`src/rtl/ser_sample_loader.sv`:
```
// Serial-to-parallel sample loader: assembles LSB-first 16-bit words and writes them at p*(feat+1)+w.
// Write strobe one cycle after a word's 16th valid bit; no back-pressure, S_VALID gaps simply stall assembly.
module ser_sample_loader #(
  parameter int WORD_W = 16,
  parameter int ADDR_W = 16
) (
  input  logic              CLK,
  input  logic              RST,
  input  logic              START,
  input  logic [3:0]        feat,
  input  logic [11:0]       data_points,
  input  logic              S,
  input  logic              S_VALID,
  output logic              WR_EN,
  output logic [ADDR_W-1:0] WR_ADDR,
  output logic [WORD_W-1:0] WR_DATA,
  output logic              BUSY,
  output logic              LOAD_DONE
);

  localparam int BCNT_W = (WORD_W > 2) ? $clog2(WORD_W) : 1;
  localparam logic [BCNT_W-1:0] BCNT_LAST = BCNT_W'(WORD_W - 1);

  localparam logic [1:0] ST_IDLE = 2'd0;
  localparam logic [1:0] ST_RECV = 2'd1;
  localparam logic [1:0] ST_DONE = 2'd2;

  logic [1:0]        state_q,   state_d;
  logic [3:0]        feat_q,    feat_d;
  logic [11:0]       dp_q,      dp_d;
  logic [BCNT_W-1:0] bcnt_q,    bcnt_d;
  logic [3:0]        widx_q,    widx_d;
  logic [ADDR_W-1:0] base_q,    base_d;
  logic [11:0]       pcnt_q,    pcnt_d;
  logic [WORD_W-1:0] shreg_q,   shreg_d;
  logic              wr_en_q,   wr_en_d;
  logic [ADDR_W-1:0] wr_addr_q, wr_addr_d;
  logic [WORD_W-1:0] wr_data_q, wr_data_d;

  logic [WORD_W-1:0] word_in;

  assign word_in = {S, shreg_q[WORD_W-1:1]};

  always_comb begin
    state_d   = state_q;
    feat_d    = feat_q;
    dp_d      = dp_q;
    bcnt_d    = bcnt_q;
    widx_d    = widx_q;
    base_d    = base_q;
    pcnt_d    = pcnt_q;
    shreg_d   = shreg_q;
    wr_en_d   = 1'b0;
    wr_addr_d = wr_addr_q;
    wr_data_d = wr_data_q;

    case (state_q)
      ST_IDLE, ST_DONE: begin
        // Bits arriving on the START edge are dropped; reception begins on the next edge.
        if (START) begin
          feat_d  = feat;
          dp_d    = data_points;
          bcnt_d  = '0;
          shreg_d = '0;
          widx_d  = feat;
          base_d  = '0;
          pcnt_d  = '0;
          state_d = (data_points == 12'd0) ? ST_DONE : ST_RECV;
        end
      end

      ST_RECV: begin
        if (S_VALID) begin
          shreg_d = word_in;
          bcnt_d  = bcnt_q + 1'b1;
          if (bcnt_q == BCNT_LAST) begin
            bcnt_d    = '0;
            wr_en_d   = 1'b1;
            wr_data_d = word_in;
            wr_addr_d = base_q + ADDR_W'(widx_q);
            // Words within a sample arrive highest index first, so index 0 closes the sample.
            if (widx_q == 4'd0) begin
              widx_d = feat_q;
              base_d = base_q + ADDR_W'(feat_q) + ADDR_W'(1);
              pcnt_d = pcnt_q + 12'd1;
              if (pcnt_q == dp_q - 12'd1) begin
                state_d = ST_DONE;
              end
            end else begin
              widx_d = widx_q - 4'd1;
            end
          end
        end
      end

      default: state_d = ST_IDLE;
    endcase
  end

  always_ff @(posedge CLK or negedge RST) begin
    if (!RST) begin
      state_q   <= ST_IDLE;
      feat_q    <= '0;
      dp_q      <= '0;
      bcnt_q    <= '0;
      widx_q    <= '0;
      base_q    <= '0;
      pcnt_q    <= '0;
      shreg_q   <= '0;
      wr_en_q   <= 1'b0;
      wr_addr_q <= '0;
      wr_data_q <= '0;
    end else begin
      state_q   <= state_d;
      feat_q    <= feat_d;
      dp_q      <= dp_d;
      bcnt_q    <= bcnt_d;
      widx_q    <= widx_d;
      base_q    <= base_d;
      pcnt_q    <= pcnt_d;
      shreg_q   <= shreg_d;
      wr_en_q   <= wr_en_d;
      wr_addr_q <= wr_addr_d;
      wr_data_q <= wr_data_d;
    end
  end

  assign WR_EN     = wr_en_q;
  assign WR_ADDR   = wr_addr_q;
  assign WR_DATA   = wr_data_q;
  assign BUSY      = (state_q == ST_RECV);
  assign LOAD_DONE = (state_q == ST_DONE);

endmodule

```
`config.mk`:
```
export PLATFORM = sky130hd
export DESIGN_NAME = ser_sample_loader
export DESIGN_NICKNAME = d
export VERILOG_FILES = /design/src/rtl/ser_sample_loader.sv
export SDC_FILE = /design/constraint.sdc
export NUM_CORES = 1
export LEC_CHECK = 0
export CAP_MARGIN = 5
export CELL_PAD_IN_SITES_DETAIL_PLACEMENT = 1
export CELL_PAD_IN_SITES_GLOBAL_PLACEMENT = 2
export CORE_MARGIN = 4
export CORE_UTILIZATION = 35
export CTS_CLUSTER_SIZE = 14
export DETAILED_ROUTE_END_ITERATION = 7
export PLACE_DENSITY_LB_ADDON = 0.12
export SETUP_SLACK_MARGIN = 0.5
export SLEW_MARGIN = 20
export SYNTH_ARGS = -nofsm -noshare
export SYNTH_HDL_FRONTEND = slang
export SYNTH_SLANG_ARGS = --single-unit
```
`constraint.sdc`:
```
create_clock -name CLK -period 2.9 [get_ports CLK]
set_input_delay 0.87 -clock CLK [delete_from_list [all_inputs] [get_ports CLK]]
set_output_delay 0.87 -clock CLK [all_outputs]
set_load 0.005 [all_outputs]
```
==> summary.txt <==
Synth
  – Sequential share of the synthesized area: between 40% and 50%
  – Proportion of synthesized area in mux cells: 0.192%
  – Leading register cell type out of synthesis: dfrtp_1
  – Largest family of logic cells by synthesized area: simple AND/OR/NAND/NOR gates
  – Fraction of the mapped netlist area in adder cells: 3.65%
  – Post-synth top area cell: dfrtp_1
  – Area share of the largest cell type after synthesis: between 40% and 50%
  – Post-synth cell types: 48
  – Post-synthesis sequential element count: a little over 100
  – Syn Std Cell Area: approximately 5200 um2
  – Yosys warns: 0
  – Complex-gate fraction of the synthesized area: between 10 and 15%
  – Syn Inst Count: between 500 and 600
  – Syn Area/Cell: around 9 um2
  – Synth Area in Simple Gates: about a quarter
  – Top post-synthesis cells by area: dfrtp_1, nand2_1, o21ai_0
  – Ys async rst share: 100%
  – Syn Nets: 615
  – Number of synthesized flops with an enable pin: 0
  – Xor and xnor fraction of the mapped netlist area: 8.73%

STA
  – Max-slew headroom: between 70 and 80%
  – Skew final: 0.00796 ns
  – Final Hold Viols: 0
  – Highest clock rate: roughly 430 MHz
  – Final worst slack: approximately 0.59 ns
  – Final min period: 2.31 ns
  – Tcrit/Tclk final: between 70 and 80%
  – Slew of the pin with the lowest slew margin: approximately 0.41 ns
  – Setup violations, final: 0
  – TNS Setup: 0 ns
  – Final-report max-slew violation count: 0
  – RSZ-0062 raised after global routing: yes

CTS
  – Clock buffer depth: 2
  – CTS tree: built
  – Clk slew on worst S/H paths: ~0.070 ns
  – CTS Hold Bufs: 0
  – H-tree depth: 3
  – CTS Buf Count: 9
  – Root Driver: clkbuf_16
  – Clock sinks: 102
  – Clock latency on the worst-skew pair: about 0.35 ns

Placed design
  – Pre-CTS WS: 0.115 ns
  – GP Congestion: 0.750
  – Placed wire-length estimate: 9610 um
  – IO Port Bufs: 55

Critical path
  – Reg2reg end: WR_ADDR[14]$_DFFE_PN0P_
  – Worst EP required: slightly above 2 ns
  – Setup CP Type: flip-flop to primary output
  – Crit Path Max Fanout: 5
  – Setup crit start kind: flip-flop
  – Register-to-Register Setup Slack: ~0.65 ns
  – R2R depth: 9
  – Setup crit end kind: primary output
  – R2R Path Start: widx_q[0]$_DFFE_PN0P_
  – Arr. time, crit path: ~1.4 ns
  – CP startpoint: state_q[0]$_DFFE_PN0P_

Route
  – Post-route ant nets: 0
  – Mean routed wirelength per cell: about 16 um
  – DRC viols: 0
  – Total wire length: around 13000 um
  – Initial drt markers: about 130
  – Via Count: roughly 4.2k
  – Pre-antenna DRT Iters: 4
  – Vias per cell: ~5

Power and ir drop
  – Pwr Density: 604 nW/um2
  – P_leak: just under 0.003 uW
  – Total power: about 4000 uW
  – Worst IR drop on VDD: around 0.25 mV

Cells and area
  – Area grow syn2layout: 24.9%
  – Most frequent cells in the layout: nand2_1, dfrtp_1, clkdlybuf4s50_1, o21ai_0, nor2_1
  – Final nets: slightly below 700
  – ANT cells: 0
  – Share of cells above drive strength 1: 9.41%
  – Commonest non-fill, non-tap cell in the layout: nand2_1

Global routing
  – Initial antenna violation count: 0
  – Largest net degree at the start of global routing: just under 50
  – Vias in the first global route: about 4.3k
  – First-pass GRT wire length: ~22000 um
  – All-Layer GR Usage: ~17%
  – Grt ovf: 0

Job
  – Max-cap viol count: 0

Die
  – Initial Utilization: 35.8%
  – Die Span Y: about 130 um
  – I/O pins: 56
  – DIE WIDTH: around 130 um
  – CORE AREA: 14600 um2
  – Die area: 16900 um2
  – Std-Cell Rows: 44

Outcome
  – Status: completed

Min path
  – Hold crit path type: input pin to asynchronous set/reset pin
[worst max-delay path, cell delays in order, from the launching register on]
cell and delay, ns:
dfrtp_2 0.44, nor2b_2 0.13, clkdlybuf4s50_1 0.51
[area by class of cell]
| type | instances | area, um2 |
|---|---|---|
| clock inverter | 6 | 93.8 |
| tap | 184 | 230 |
| inverter | 21 | 78.8 |
| timing repair buffer | 77 | 768 |
| fill | 1698 | 8070 |
| clock buffer | 10 | 239 |
| sequential | 102 | 2550 |
| multi-input combinational | 432 | 2550 |
[synthesized netlist by cell type (all sizes together), types with 2 or more instances]
master and instances:
a31oi 4, o2111ai 4, a211oi 4, nand3b 5
o311ai 2, and4 2, xnor2 27, nor3 8
nand2 156, fa 2, ha 12, a21oi 13
dfrtp 102, buf 4, o211ai 2, or3 3
a21o 3, a2111oi 3, nor4b 3, nor3b 2
xor2 25, nor2 40, o21ai 51, inv 21
nor4 6, nand4 6, nand2b 4, nand3 18
and3 7, a211o 2, nor2b 6, o31ai 3
clkbuf 21, and2 2
[metrics by stage]
step                      instance area [um2]  cells  hold slack (ns)  util [%]
final                                    6520    832            0.445      44.7
after global placement                   6100    813            0.454      41.8
after CTS                                6460    830            0.451      44.3
after floorplan                          5220    580            0.439         -
after global routing                     6520    832            0.461      44.7
after detailed placement                 6100    813            0.462      41.8
[state kept, by name, summed over array words and instances, names as in the netlist]
register,cells
widx_q,4
base_q,16
bcnt_q,4
WR_EN,1
WR_ADDR,16
state_q,2
WR_DATA,16
dp_q,12
shreg_q,15
pcnt_q,12
feat_q,4
[layer usage]
layer	vias to the layer above	global-route usage, %	wire length [um]
met2	48	27.3	6380
met5	-	0	0
met3	10	2.46	306
met1	2079	22.2	6200
met4	0	5.68	195
li1	2073	-	-
[where the power goes]
part	switching, uW	internal (uW)
combinational	347	435
clock	555	786
sequential	177	1640
[cell families (layout without fill, tap and decap cells)]
family | after synthesis | in the layout
compound gates | 95 | 95
simple gates | 270 | 270
mux | 1 | 1
xor+xnor | 52 | 52
buf+inv | 46 | 114
flops | 102 | 102
fa+ha+maj | 14 | 14
[timing repair]
item                                   in CTS  in global routing
gates resized for setup                     7                 15
endpoints found under the hold margin       0                  0
pin swaps                                   0                  2
setup buffers                               1                  2
gates cloned                                0                  0
setup endpoints to repair                   7                 21
[how the worst max path moves through the flow]
stage	endpoint	slack, ns	cells after the start
after CTS	base_q[13]$_DFFE_PN0P_	0.50	8
after detailed placement	base_q[10]$_DFFE_PN0P_	0.11	8
after global placement	base_q[10]$_DFFE_PN0P_	0.15	8
after global routing	state_q[0]$_DFFE_PN0P_	0.40	7
final	LOAD_DONE	0.59	2
after floorplan	base_q[13]$_DFFE_PN0P_	0.71	7
No activity file was read; power rests on OpenSTA's default activity.
